$ cat config.mk
export PLATFORM = sky130hd
export DESIGN_NAME = nco_wave_gen_flat
export DESIGN_NICKNAME = d
export VERILOG_FILES = /design/src/rtl/nco_wave_gen_if.sv /design/src/rtl/nco_wave_gen.sv /design/src/flat_wrapper.sv
export SDC_FILE = /design/constraint.sdc
export NUM_CORES = 1
export LEC_CHECK = 0
export BUFFER_PORTS_ARGS = -buffer_cell sky130_fd_sc_hd__buf_4
export CAP_MARGIN = 20
export CORE_MARGIN = 2
export CORE_UTILIZATION = 28
export CTS_CLUSTER_SIZE = 12
export DETAILED_ROUTE_END_ITERATION = 8
export PLACE_DENSITY = 0.54
export REMOVE_ABC_BUFFERS = 1
export SETUP_SLACK_MARGIN = 0.15
export SYNTH_ARGS = -nofsm -noshare
export SYNTH_HDL_FRONTEND = slang
export SYNTH_SLANG_ARGS = --single-unit
$ cat constraint.sdc
create_clock -name clk -period 2.7 [get_ports clk]
set_input_delay 0 -clock clk [delete_from_list [all_inputs] [get_ports clk]]
set_output_delay 0 -clock clk [all_outputs]
set_load 0.05 [all_outputs]
$ cat src/rtl/nco_wave_gen_if.sv
// nco_wave_gen_if -- control and sample bus of the NCO waveform generator.
// The master side (stimulus/consumer) drives the advance enable and the
// waveform select; the slave side (the generator) returns the registered
// sample, the period-start pulse and the sticky select-hold error flag.
interface nco_wave_gen_if #(
  parameter int SELECT_WIDTH = 3,
  parameter int WAVE_WIDTH   = 8
);
  logic                    en;
  logic [SELECT_WIDTH-1:0] signal_out;
  logic [WAVE_WIDTH-1:0]   wave_out;
  logic                    period_start;
  logic                    hold_err;

  modport master (
    output en,
    output signal_out,
    input  wave_out,
    input  period_start,
    input  hold_err
  );

  modport slave (
    input  en,
    input  signal_out,
    output wave_out,
    output period_start,
    output hold_err
  );
endinterface

$ cat src/rtl/nco_wave_gen.sv
// nco_wave_gen -- two-stage numerically controlled waveform generator.
//
// Stage 1 registers the waveform select and a phase counter; stage 2 turns
// (select, phase) into a registered unsigned sample. Every select change
// restarts the new waveform at phase 0, so a change is seen on wave_out two
// enabled cycles later as sample 0 of the new shape. en=0 freezes the whole
// pipeline and forces period_start low.
//
// Optional build macro: NCO_HOLD_CHECK_EN
//   defined   -> a 5-bit hold counter measures how long the select has been
//                stable; a change before it saturates sets the sticky
//                hold_err flag.
//   undefined -> no hold counter, hold_err is tied low.
//
// Reset is asynchronous and active-high and clears both control and the
// output sample, so nothing from before reset reaches wave_out afterwards.
module nco_wave_gen #(
  parameter int SELECT_WIDTH = 3,
  parameter int WAVE_WIDTH   = 8,
  parameter int PHASE_BITS   = 5
) (
  input  logic             clk,
  input  logic             reset,
  nco_wave_gen_if.slave    bus
);

  localparam int NSAMP    = 2 ** PHASE_BITS;
  localparam int HALF     = NSAMP / 2;
  localparam int QUARTER  = NSAMP / 4;
  localparam int SAW_STEP = (2 ** WAVE_WIDTH) / NSAMP;
  localparam int TRI_STEP = 2 * SAW_STEP;
  localparam logic [WAVE_WIDTH-1:0] WMAX = '1;

  typedef logic [PHASE_BITS-1:0]   phase_t;
  typedef logic [SELECT_WIDTH-1:0] sel_t;
  typedef logic [WAVE_WIDTH-1:0]   wave_t;

  // Pipeline state
  sel_t   sel_p1;
  phase_t ph_p1;
  logic   vld_p1;
  wave_t  wave_p2;
  logic   pstart_p2;

  logic   sel_chg;

  // ---------------------------------------------------------------------
  // Waveform arithmetic helpers
  // ---------------------------------------------------------------------

  // Clamp an integer into the unsigned sample range.
  function automatic wave_t sat_wave(input int v);
    if (v > int'(WMAX)) begin
      return WMAX;
    end else if (v < 0) begin
      return '0;
    end else begin
      return WAVE_WIDTH'(v);
    end
  endfunction

  // Keep only the low WAVE_WIDTH bits of an integer.
  function automatic wave_t trunc_wave(input int v);
    return WAVE_WIDTH'(v);
  endfunction

  // Quarter-wave symmetric sine, round(128 + 127*sin(2*pi*k/32)).
  function automatic logic [7:0] sine_tab(input logic [4:0] idx);
    logic [7:0] v;
    case (idx)
      5'd0:    v = 8'd128;
      5'd1:    v = 8'd153;
      5'd2:    v = 8'd177;
      5'd3:    v = 8'd199;
      5'd4:    v = 8'd218;
      5'd5:    v = 8'd234;
      5'd6:    v = 8'd245;
      5'd7:    v = 8'd253;
      5'd8:    v = 8'd255;
      5'd9:    v = 8'd253;
      5'd10:   v = 8'd245;
      5'd11:   v = 8'd234;
      5'd12:   v = 8'd218;
      5'd13:   v = 8'd199;
      5'd14:   v = 8'd177;
      5'd15:   v = 8'd153;
      5'd16:   v = 8'd128;
      5'd17:   v = 8'd103;
      5'd18:   v = 8'd79;
      5'd19:   v = 8'd57;
      5'd20:   v = 8'd38;
      5'd21:   v = 8'd22;
      5'd22:   v = 8'd11;
      5'd23:   v = 8'd3;
      5'd24:   v = 8'd1;
      5'd25:   v = 8'd3;
      5'd26:   v = 8'd11;
      5'd27:   v = 8'd22;
      5'd28:   v = 8'd38;
      5'd29:   v = 8'd57;
      5'd30:   v = 8'd79;
      default: v = 8'd103;
    endcase
    return v;
  endfunction

  // Sample for a given select and phase. Cosine reuses the sine table a
  // quarter period ahead.
  function automatic wave_t wave_lookup(input sel_t sel, input phase_t ph);
    int k;
    wave_t v;
    k = int'(ph);
    case (int'(sel))
      0:       v = WAVE_WIDTH'(sine_tab(5'(ph)));
      1:       v = WAVE_WIDTH'(sine_tab(5'(phase_t'(k + QUARTER))));
      2:       v = sat_wave((k < HALF) ? TRI_STEP * k : TRI_STEP * (NSAMP - k));
      3:       v = trunc_wave(SAW_STEP * k);
      4:       v = (k < HALF) ? WMAX : '0;
      5:       v = trunc_wave(int'(WMAX) - SAW_STEP * k);
      default: v = '0;
    endcase
    return v;
  endfunction

  assign sel_chg = (bus.signal_out != sel_p1);

  // ---------------------------------------------------------------------
  // Stage 1: capture select, advance or restart the phase
  // ---------------------------------------------------------------------

  // Phase restarts at 0 on a select change and on the first enabled cycle
  // after reset; otherwise it wraps through all NSAMP samples.
  always_ff @(posedge clk or posedge reset) begin
    if (reset) begin
      sel_p1 <= '0;
      ph_p1  <= '0;
      vld_p1 <= 1'b0;
    end else if (bus.en) begin
      sel_p1 <= bus.signal_out;
      vld_p1 <= 1'b1;
      if (sel_chg || !vld_p1) begin
        ph_p1 <= '0;
      end else begin
        ph_p1 <= ph_p1 + 1'b1;
      end
    end
  end

  // ---------------------------------------------------------------------
  // Stage 2: waveform lookup and period-start marker
  // ---------------------------------------------------------------------

  // Sample and its period marker move together; a stall drops the marker.
  always_ff @(posedge clk or posedge reset) begin
    if (reset) begin
      wave_p2   <= '0;
      pstart_p2 <= 1'b0;
    end else if (bus.en) begin
      if (vld_p1) begin
        wave_p2 <= wave_lookup(sel_p1, ph_p1);
      end
      pstart_p2 <= vld_p1 && (ph_p1 == '0);
    end else begin
      pstart_p2 <= 1'b0;
    end
  end

  assign bus.wave_out     = wave_p2;
  assign bus.period_start = pstart_p2;

`ifdef NCO_HOLD_CHECK_EN
  logic [4:0] hold_cnt_p1;
  logic       hold_err_q;

  // Select-stability counter; it starts saturated so the first change after
  // reset is always legal, and a change seen before saturation is latched.
  always_ff @(posedge clk or posedge reset) begin
    if (reset) begin
      hold_cnt_p1 <= 5'd31;
      hold_err_q  <= 1'b0;
    end else if (bus.en) begin
      if (sel_chg) begin
        hold_cnt_p1 <= 5'd0;
        if (hold_cnt_p1 != 5'd31) begin
          hold_err_q <= 1'b1;
        end
      end else if (hold_cnt_p1 != 5'd31) begin
        hold_cnt_p1 <= hold_cnt_p1 + 5'd1;
      end
    end
  end

  assign bus.hold_err = hold_err_q;
`else
  assign bus.hold_err = 1'b0;
`endif

endmodule
$ cat src/flat_wrapper.sv
// flat-port wrapper written by rule: the top's interface ports become plain ports
module nco_wave_gen_flat 
#(
  parameter int SELECT_WIDTH = 3,
  parameter int WAVE_WIDTH   = 8,
  parameter int PHASE_BITS   = 5
)
  (clk, reset, bus_en, bus_signal_out, bus_wave_out, bus_period_start, bus_hold_err);
  nco_wave_gen_if #(.SELECT_WIDTH(SELECT_WIDTH), .WAVE_WIDTH(WAVE_WIDTH)) bus_i ();
  input  logic clk;
  input  logic reset;
  input wire logic [$bits(bus_i.en)-1:0] bus_en;
  input wire logic [$bits(bus_i.signal_out)-1:0] bus_signal_out;
  output wire logic [$bits(bus_i.wave_out)-1:0] bus_wave_out;
  output wire logic [$bits(bus_i.period_start)-1:0] bus_period_start;
  output wire logic [$bits(bus_i.hold_err)-1:0] bus_hold_err;
  assign bus_i.en = bus_en;
  assign bus_i.signal_out = bus_signal_out;
  assign bus_wave_out = bus_i.wave_out;
  assign bus_period_start = bus_i.period_start;
  assign bus_hold_err = bus_i.hold_err;
  nco_wave_gen #(.SELECT_WIDTH(SELECT_WIDTH), .WAVE_WIDTH(WAVE_WIDTH), .PHASE_BITS(PHASE_BITS)) u_core (.clk(clk), .reset(reset), .bus(bus_i));
endmodule
# Yosys cells after proc, flatten, opt, wreduce, memory -nomap -nowiden
# Memories as Yosys holds them, arrays and structs flattened.
# Index checks and enable logic that the tools add are counted.
# op_classes
n_eq_ne,6
div,0
n_reduce_logical,6
n_bitwise,0
n_shift,0
multipliers,0
add_sub_neg,4
magnitude_cmp,3
n_mux,7
# ops
op,n
one-hot mux 8 bit (6 select lines),1
greater-than comparator 32 x 9 -> 1 bit (second input constant),1
less-than comparator 32 x 1 -> 1 bit (second input constant),1
2-to-1 mux 32 bit,1
2-to-1 mux 8 bit,3
subtractor 8 bit (first input constant),1
subtractor 6 x 5 -> 7 bit (first input constant),1
== test 3 x 2 -> 1 bit (second input constant),2
== test 3 bit (second input constant),2
adder 5 x 1 -> 5 bit (second input constant),1
adder 5 x 4 -> 5 bit (second input constant),1
zero test 5 bit,1
less-than comparator 5 bit (second input constant),1
2-to-1 mux 5 bit,1
== test 3 x 1 -> 1 bit (second input constant),1
zero test 3 bit,1
!= test 3 bit,1
AND reduction 2 bit,1
logical AND 1 bit,1
zero test 1 bit,1
logical OR 1 bit,1
2-to-1 mux 1 bit,1
# word_totals
output_inout_bits,10
mem_bits_ro,512
mem_bits_rw,0
word_cells,33
input_bits,6
memories,2
ff_bits,18
latchBits,0
# mem_list
memory,words,word_bits,rd,rd_clocked_by_memory_dff,wr,line_no,text
(no name shown),32,8,1,0,0,nco_wave_gen.sv:70,case (idx)
(no name shown),32,8,1,0,0,nco_wave_gen.sv:70,

# Longest topological paths before layout
# Gate-level depths: netlist (run 1).
# depth
word_depth,6
depth_mapped,11
mapped_depth_nobuf,8

# Worst setup path after synthesis (run 1)
# Ideal clock, no wire load.
# synth_path
kind,register to register
startpoint,register u_core.ph_p1[0]
endpoint,"register u_core.wave_p2[2], in the netlist u_core.bus.wave_out[2]"
path_buffers,2
t_required_ps,2579
setup_time_ps,121
stages_incl_launch_ff,11
t_arrival_ps,2069
slack_ps,511
synth_period_minus_slack_ps,2189
path_cell_list,dfrtp_1 > buf_2 > inv_1 > ha_1 > buf_2 > or2_2 > a21oi_1 > nand3b_1 > a32oi_1 > a21o_1 > a22o_1
# synth_between
elab_chain_len,6
elab_cells_between_ends,12
cone_classes,add/sub (2); order compare (3); mux (5); memory (2)
# synth_rtl
item,line_no,text
"start, declared",nco_wave_gen.sv:40,phase_t ph_p1;
"start signal, assigned",nco_wave_gen.sv:144,ph_p1 <= ph_p1 + 1'b1;
subtractor 6 x 5 -> 7 bit or less-than comparator 5 bit (tied branches),"nco_wave_gen.sv:116, nco_wave_gen.sv:118",
2-to-1 mux 32 bit,nco_wave_gen.sv:116,2: v = sat_wave((k < HALF) ? TRI_STEP * k : TRI_STEP * (NSAMP - k));
less-than comparator 32 x 1 -> 1 bit,nco_wave_gen.sv:55,end else if (v < 0) begin
2-to-1 mux 8 bit,nco_wave_gen.sv:55,
2-to-1 mux 8 bit,nco_wave_gen.sv:53,if (v > int'(WMAX)) begin
one-hot mux 8 bit (6 select lines) (*),nco_wave_gen.sv:113,case (int'(sel))
"end signal, assigned",nco_wave_gen.sv:160,"wave_p2 <= wave_lookup(sel_p1, ph_p1);"
"end, declared",nco_wave_gen.sv:42,wave_t wave_p2;
# Every way passes the cells marked *; elsewhere a longest branch is shown, timed or not.
# A chain may end at the register's enable or synchronous reset.

# Final worst setup path (run 1)
# layout_path
startpoint,register u_core.ph_p1[0]
endpoint,"register u_core.wave_p2[1], in the netlist u_core.bus.wave_out[1]"
# Same word-level chain as after synthesis.

==> flow_metrics.py, run 1 <==
metrics = {
    "floorplanning": {
        "die_w_um": 84.9,
        "start_util": 0.289,
        "die_area_sq_mm": 0.00721,
        "ios": 16,
        "row_count": 29,
        "core_area_sq_mm": 0.00635,
        "chipHeight_um": 84.9,
    },
    "pwr": {
        "p_per_area_mw_per_mm2": 451,
        "power_leakage_nw": 0.817,
        "ir_worst_vdd_uv": 219,
    },
    "hold_path": {
        "whs_path_depth": 2,
        "hp-start": "bus_en",
        "min_to": "u_core.sel_p1[0]$_DFFE_PP0P_",
        "hp-class": "in2reg",
    },
    "cts": {
        "cts_buffer_depth": 2,
        "cts_resized": 0,
        "ctsHoldBuffers": 4,
        "cts_setup_buffers": 0,
        "h-tree-depth": 1,
        "path_clk_slew_ps": 80,
        "cts_root_buf": "clkbuf_8",
        "cts.sinks": 18,
        "cts_buffers": 3,
        "cts_tree": "yes",
        "insertion_delay_ps": 260,
    },
    "logic_synthesis": {
        "synthFlopType": "dfrtp_1",
        "ys_seq_area_frac": 0.246,
        "synthMostInstantiatedCell": "nand2_1",
        "ys_ff_latch": 18,
        "ys_types": 50,
        "synth-edff-count": 0,
        "avgSynthCellArea_sq_um": 7.58,
        "synthCells": 242,
        "yosysTopAreaCellShare": 0.246,
        "async_flop_share": 1.00,
        "yosys_warnings": 0,
        "synth_area_sq_mm": 0.00183,
        "synth_area_leaders": "dfrtp_1 25%, ha_1 6.1%, nand2_1 5.3%, nand3_1 5.2%, a21oi_1 4.9%",
        "yosys.area.top_type": "dfrtp_1",
        "synthTopCellsByCount": "26 x nand2_1, 19 x nand3_1, 18 x a21oi_1, 18 x dfrtp_1, 17 x o21ai_0",
    },
    "route": {
        "viasPerCell": 5.59,
        "totalWireLength_mm": 5.24,
        "drcViolationCount": 0,
        "vias": 1804,
        "initialDrtViolationCount": 159,
        "ant_nets": 0,
        "wl_per_cell_um": 16.2,
        "first_pass_iters": 5,
    },
    "flow_run": {
        "drv_cap": 0,
    },
    "final_layout": {
        "final_nets": 262,
        "synthToLayoutAreaGrowth_pct": 12.3,
        "antenna_cells": 0,
        "layout-drive-gt1-share": 0.142,
        "final_area_sq_mm": 0.00206,
        "fin_util": 0.324,
        "fill_cells": 661,
    },
    "sta": {
        "period_minus_slack_ps": 2170,
        "hold_viol": 0,
        "rsz0062_at_grt": "no",
        "tightest_slew_ps": 726,
        "setup_viol": 0,
        "fin_setup_tns_ps": 0,
        "finalCritPeriodShare": 0.805,
        "max_freq_mhz": 460,
        "slew_viol_final": 0,
        "skew_ps": 2.59,
        "hold_slack_ps": 64.9,
        "relSlewSlack": 0.515,
        "finalWorstSetupSlack_ps": 527,
    },
    "setup_path": {
        "worstSetupPathType": "reg2reg",
        "cp.arrival_ps": 2330,
        "setup.worst_path.start": "u_core.ph_p1[0]$_DFFE_PP0P_",
        "worstSetupEndpointType": "register",
        "crit_fanout": 10,
        "worstReg2RegEnd": "u_core.bus.wave_out[1]$_DFFE_PP0P_",
        "reg2reg_slack_ps": 530,
        "start_kind": "register",
        "reg2regPathDepth": 8,
        "r2r-start": "u_core.ph_p1[0]$_DFFE_PP0P_",
        "cp.required_ps": 2850,
    },
    "global_route": {
        "grt_pass1_vias": 1676,
        "globalRoute.totalOverflow": 0,
        "antenna_found_initial": 0,
        "grt_max_degree": 36,
        "track_usage": 0.150,
        "grt_pass1_wl_mm": 8.91,
    },
    "placement": {
        "dpl_worst_slack_ps": 550,
        "place_area_sq_mm": 0.00196,
        "dp_hpwl_mm": 3.67,
        "port_buffers": 14,
        "routabilityCongestion": 0.844,
    },
    "status": {
        "status": "completed",
    },
}
[metrics by stage]
stage	total power [mW]	cells
6_report	0.928	323
5_1_grt	0.977	323
4_1_cts	0.931	323
3_5_place_dp	0.686	315
3_3_place_gp	0.688	315
2_1_floorplan	0.578	217
[registers in the layout, indices dropped and copies added, names as in the netlist]
name and count:
u_core.bus.wave_out 8, u_core.bus.period_start 1, u_core.vld_p1 1, u_core.ph_p1 5
u_core.sel_p1 3
[metal layers]
layer	vias to the layer above	share of wire	track usage
met5	-	0	0
met2	60	0.47	0.246
met1	839	0.47	0.208
met4	0	0.022	0.0519
met3	10	0.038	0.0126
li1	895	-	-
[layout by cell type, fill, tap and decap left out, types with 2 or more instances in the layout]
cell type / count
clkbuf_8: 4
ha_1: 9
a21oi_1: 18
dfrtp_1: 18
nand2b_1: 4
o21ai_0: 17
nor3_1: 8
nor2_1: 12
dlygate4sd3_1: 4
buf_4: 21
o311ai_0: 4
a211oi_1: 5
nand2_1: 26
inv_1: 8
a32oi_1: 5
a21o_1: 3
a31oi_1: 4
a221o_1: 2
or2_2: 3
o211ai_1: 2
nand3_1: 19
nand4_1: 3
mux2_2: 3
o31ai_1: 2
nor2b_1: 7
mux2i_1: 7
xnor2_1: 4
a311oi_1: 3
[cell families (layout without fill, tap and decap cells)]
group / after synthesis / in the layout / share of synthesized area
AOI/OAI and AO/OA: 78 / 78 / 0.295
adders and majority gates: 9 / 9 / 0.0614
other: 1 / 1 / 0.00204
DFF: 18 / 18 / 0.246
and+or+nand+nor: 88 / 88 / 0.234
xor gates and xnor gates: 4 / 4 / 0.0191
muxes: 10 / 10 / 0.0566
buffers and inverters: 34 / 38 / 0.0859
[worst max-delay path by stage]
stage,endpoint,slack (ps),cells past startpoint
floorplan,u_core.bus.wave_out[5]$_DFFE_PP0P_,110,7
global placement,u_core.bus.wave_out[5]$_DFFE_PP0P_,550,7
detailed placement,u_core.bus.wave_out[5]$_DFFE_PP0P_,550,7
CTS,u_core.bus.wave_out[5]$_DFFE_PP0P_,530,7
global route,u_core.bus.wave_out[1]$_DFFE_PP0P_,300,8
finish,u_core.bus.wave_out[1]$_DFFE_PP0P_,530,8
[area by class of cell]
| class | instances | area, sq um | share of cell area |
|---|---|---|---|
| multi-input combinational | 190 | 1230 | 0.595 |
| inverter | 9 | 33.8 | 0.0164 |
| clock buffer | 4 | 55.1 | 0.0267 |
| sequential | 18 | 450 | 0.219 |
| tap | 77 | 96.3 | 0.0468 |
| timing repair buffer | 25 | 198 | 0.0960 |
[worst max-delay path, stage by stage (launching register included)]
cell and delay, ps:
dfrtp_1 350, inv_1 120, ha_1 500, nor2_1 120, a211oi_1 310, nor3_1 80, a311oi_1 270, nor3_1 70
o31a_1 240
[where the power goes]
part	switching (mW)	internal, mW	leakage [nW]
sequential	0.0285	0.299	0.226
combinational	0.233	0.125	0.562
clock	0.112	0.130	0.0288
Power figures use the tool's default switching activity.
==> run 2, diff against run 1 <==
- clock period: 2.7 -> 2 ns (I/O delays scaled with it)
==> flow_metrics.py, run 2 (same netlist as run 1, synthesis figures left out) <==
metrics = {
    "sta": {
        "max_freq_mhz": 540,
        "hold_viol": 0,
        "tightest_slew_ps": 751,
        "relSlewSlack": 0.499,
        "period_minus_slack_ps": 1850,
        "slew_viol_final": 0,
        "rsz0062_at_grt": "yes",
        "skew_ps": 1.91,
        "setup_viol": 0,
        "finalWorstSetupSlack_ps": 147,
        "hold_slack_ps": 78.0,
        "finalCritPeriodShare": 0.927,
    },
    "flow_run": {
        "drv_cap": 0,
    },
    "final_layout": {
        "fin_util": 0.374,
        "antenna_cells": 0,
        "final_common_cell": "buf_4",
        "final_area_sq_mm": 0.00237,
        "largest_register_ffs": 8,
        "final_nets": 284,
        "final_cell_mix": "36 x buf_4, 25 x nand2_1, 18 x nand3_1, 17 x dfrtp_1, 15 x a21oi_1",
        "synthToLayoutAreaGrowth_pct": 29.4,
        "instances_no_fill": 345,
        "layout-drive-gt1-share": 0.302,
    },
    "placement": {
        "place_area_sq_mm": 0.00209,
        "placed_cells": 332,
        "dp_hpwl_mm": 4.01,
        "port_buffers": 14,
        "dpl_worst_slack_ps": -29.4,
        "routabilityCongestion": 0.845,
    },
    "setup_path": {
        "worstSetupPathType": "reg2reg",
        "max_stage_delay_ps": 420,
        "crit_slowest_cell": "dfrtp_1",
        "cp.required_ps": 2150,
        "worstSetupEndpointType": "register",
        "start_kind": "register",
        "path_cells": "inv_2, ha_4, nor2_1, a211oi_2, o311ai_1, nand3_1, a221o_1",
        "crit_fanout": 6,
        "cp.arrival_ps": 2010,
    },
    "pwr": {
        "ir_worst_vdd_uv": 327,
        "p_per_area_mw_per_mm2": 566,
        "power_leakage_nw": 0.954,
    },
    "cts": {
        "path_clk_slew_ps": 80,
        "cts_tree": "yes",
        "cts_root_buf": "clkbuf_8",
        "h-tree-depth": 1,
        "cts_buffers": 3,
        "cts.sinks": 18,
        "insertion_delay_ps": 260,
        "cts_buffer_depth": 2,
    },
    "route": {
        "first_pass_iters": 4,
        "vias": 1924,
        "viasPerCell": 5.58,
        "drcViolationCount": 0,
        "ant_nets": 0,
        "wl_per_cell_um": 16.3,
        "totalWireLength_mm": 5.61,
        "initialDrtViolationCount": 135,
    },
    "status": {
        "status": "completed",
    },
    "global_route": {
        "grt_pass1_vias": 1815,
        "grt_pass1_wl_mm": 9.16,
        "globalRoute.totalOverflow": 0,
        "track_usage": 0.157,
        "antenna_found_initial": 0,
        "grt_max_degree": 30,
    },
    "floorplanning": {
        "die_w_um": 84.9,
        "row_count": 29,
        "start_util": 0.289,
        "chipHeight_um": 84.9,
        "ios": 16,
        "die_area_sq_mm": 0.00721,
        "core_area_sq_mm": 0.00635,
    },
    "hold_path": {
        "hp-class": "in2reg",
    },
}
run 2: cell types whose count changed in the layout (fill, tap and decap cells not counted), sizes merged:
cell | previous run | this run
buf | 21 | 43
run 2: timing repair:
action,CTS,global route
hold buffers,4,0
buffers inserted,0,5
pin swaps,1,13
endpoints found under the setup margin,8,8
endpoints found under the hold margin,21,0
gates resized for setup,17,31
run 2: stage by stage:
step           power, mW  setup TNS (ps)
6_report            1.34               0
3_5_place_dp       0.955           -42.7
2_1_floorplan      0.780           -3560
4_1_cts             1.31               0
3_3_place_gp       0.955               0
5_1_grt             1.41               0
run 2: final timing paths:
kind                                                    start                            endpoint  slack [ps]  cells past startpoint
setup / recovery                  u_core.ph_p1[0]$_DFFE_PP0P_  u_core.bus.wave_out[4]$_DFFE_PP0P_         150                      7
hold / removal                                         bus_en         u_core.ph_p1[0]$_DFFE_PP0P_          80                      2
setup reg to reg                  u_core.ph_p1[0]$_DFFE_PP0P_  u_core.bus.wave_out[4]$_DFFE_PP0P_         150                      7
hold reg to reg            u_core.bus.wave_out[3]$_DFFE_PP0P_  u_core.bus.wave_out[3]$_DFFE_PP0P_         480                      2
max in group asynchronous                               reset         u_core.ph_p1[2]$_DFFE_PP0P_        1060                      3
min in group asynchronous                               reset  u_core.bus.wave_out[4]$_DFFE_PP0P_         430                      3
run 2: routing by layer:
layer | wire (um) | track usage | vias up
met1 | 2530 | 0.210 | 903
met2 | 2670 | 0.257 | 65
met4 | 171 | 0.0664 | 0
li1 | - | - | 943
met5 | 0 | 0 | -
met3 | 243 | 0.0156 | 13
run 2: where the power goes:
group | leakage [nW] | switching (mW) | internal (mW) | total (mW)
registers | 0.225 | 0.0314 | 0.405 | 0.436
logic | 0.701 | 0.356 | 0.230 | 0.586
clock network | 0.0288 | 0.145 | 0.175 | 0.321
run 2: area by class of cell:
class,count,area [sq um]
Inverter,9,36.3
Sequential cell,18,452
Tap cell,77,96.3
Clock buffer,4,55.1
Fill cell,645,3980
Multi-Input combinational cell,190,1340
Timing Repair Buffer,47,393
run 2: worst max-delay path, delay by kind of cell, from the launching register on:
family	cells	cell delay (ps)
adders and majority gates	1	230
DFF	1	420
and+or+nand+nor	2	300
buffers and inverters	1	100
AOI/OAI and AO/OA	3	700
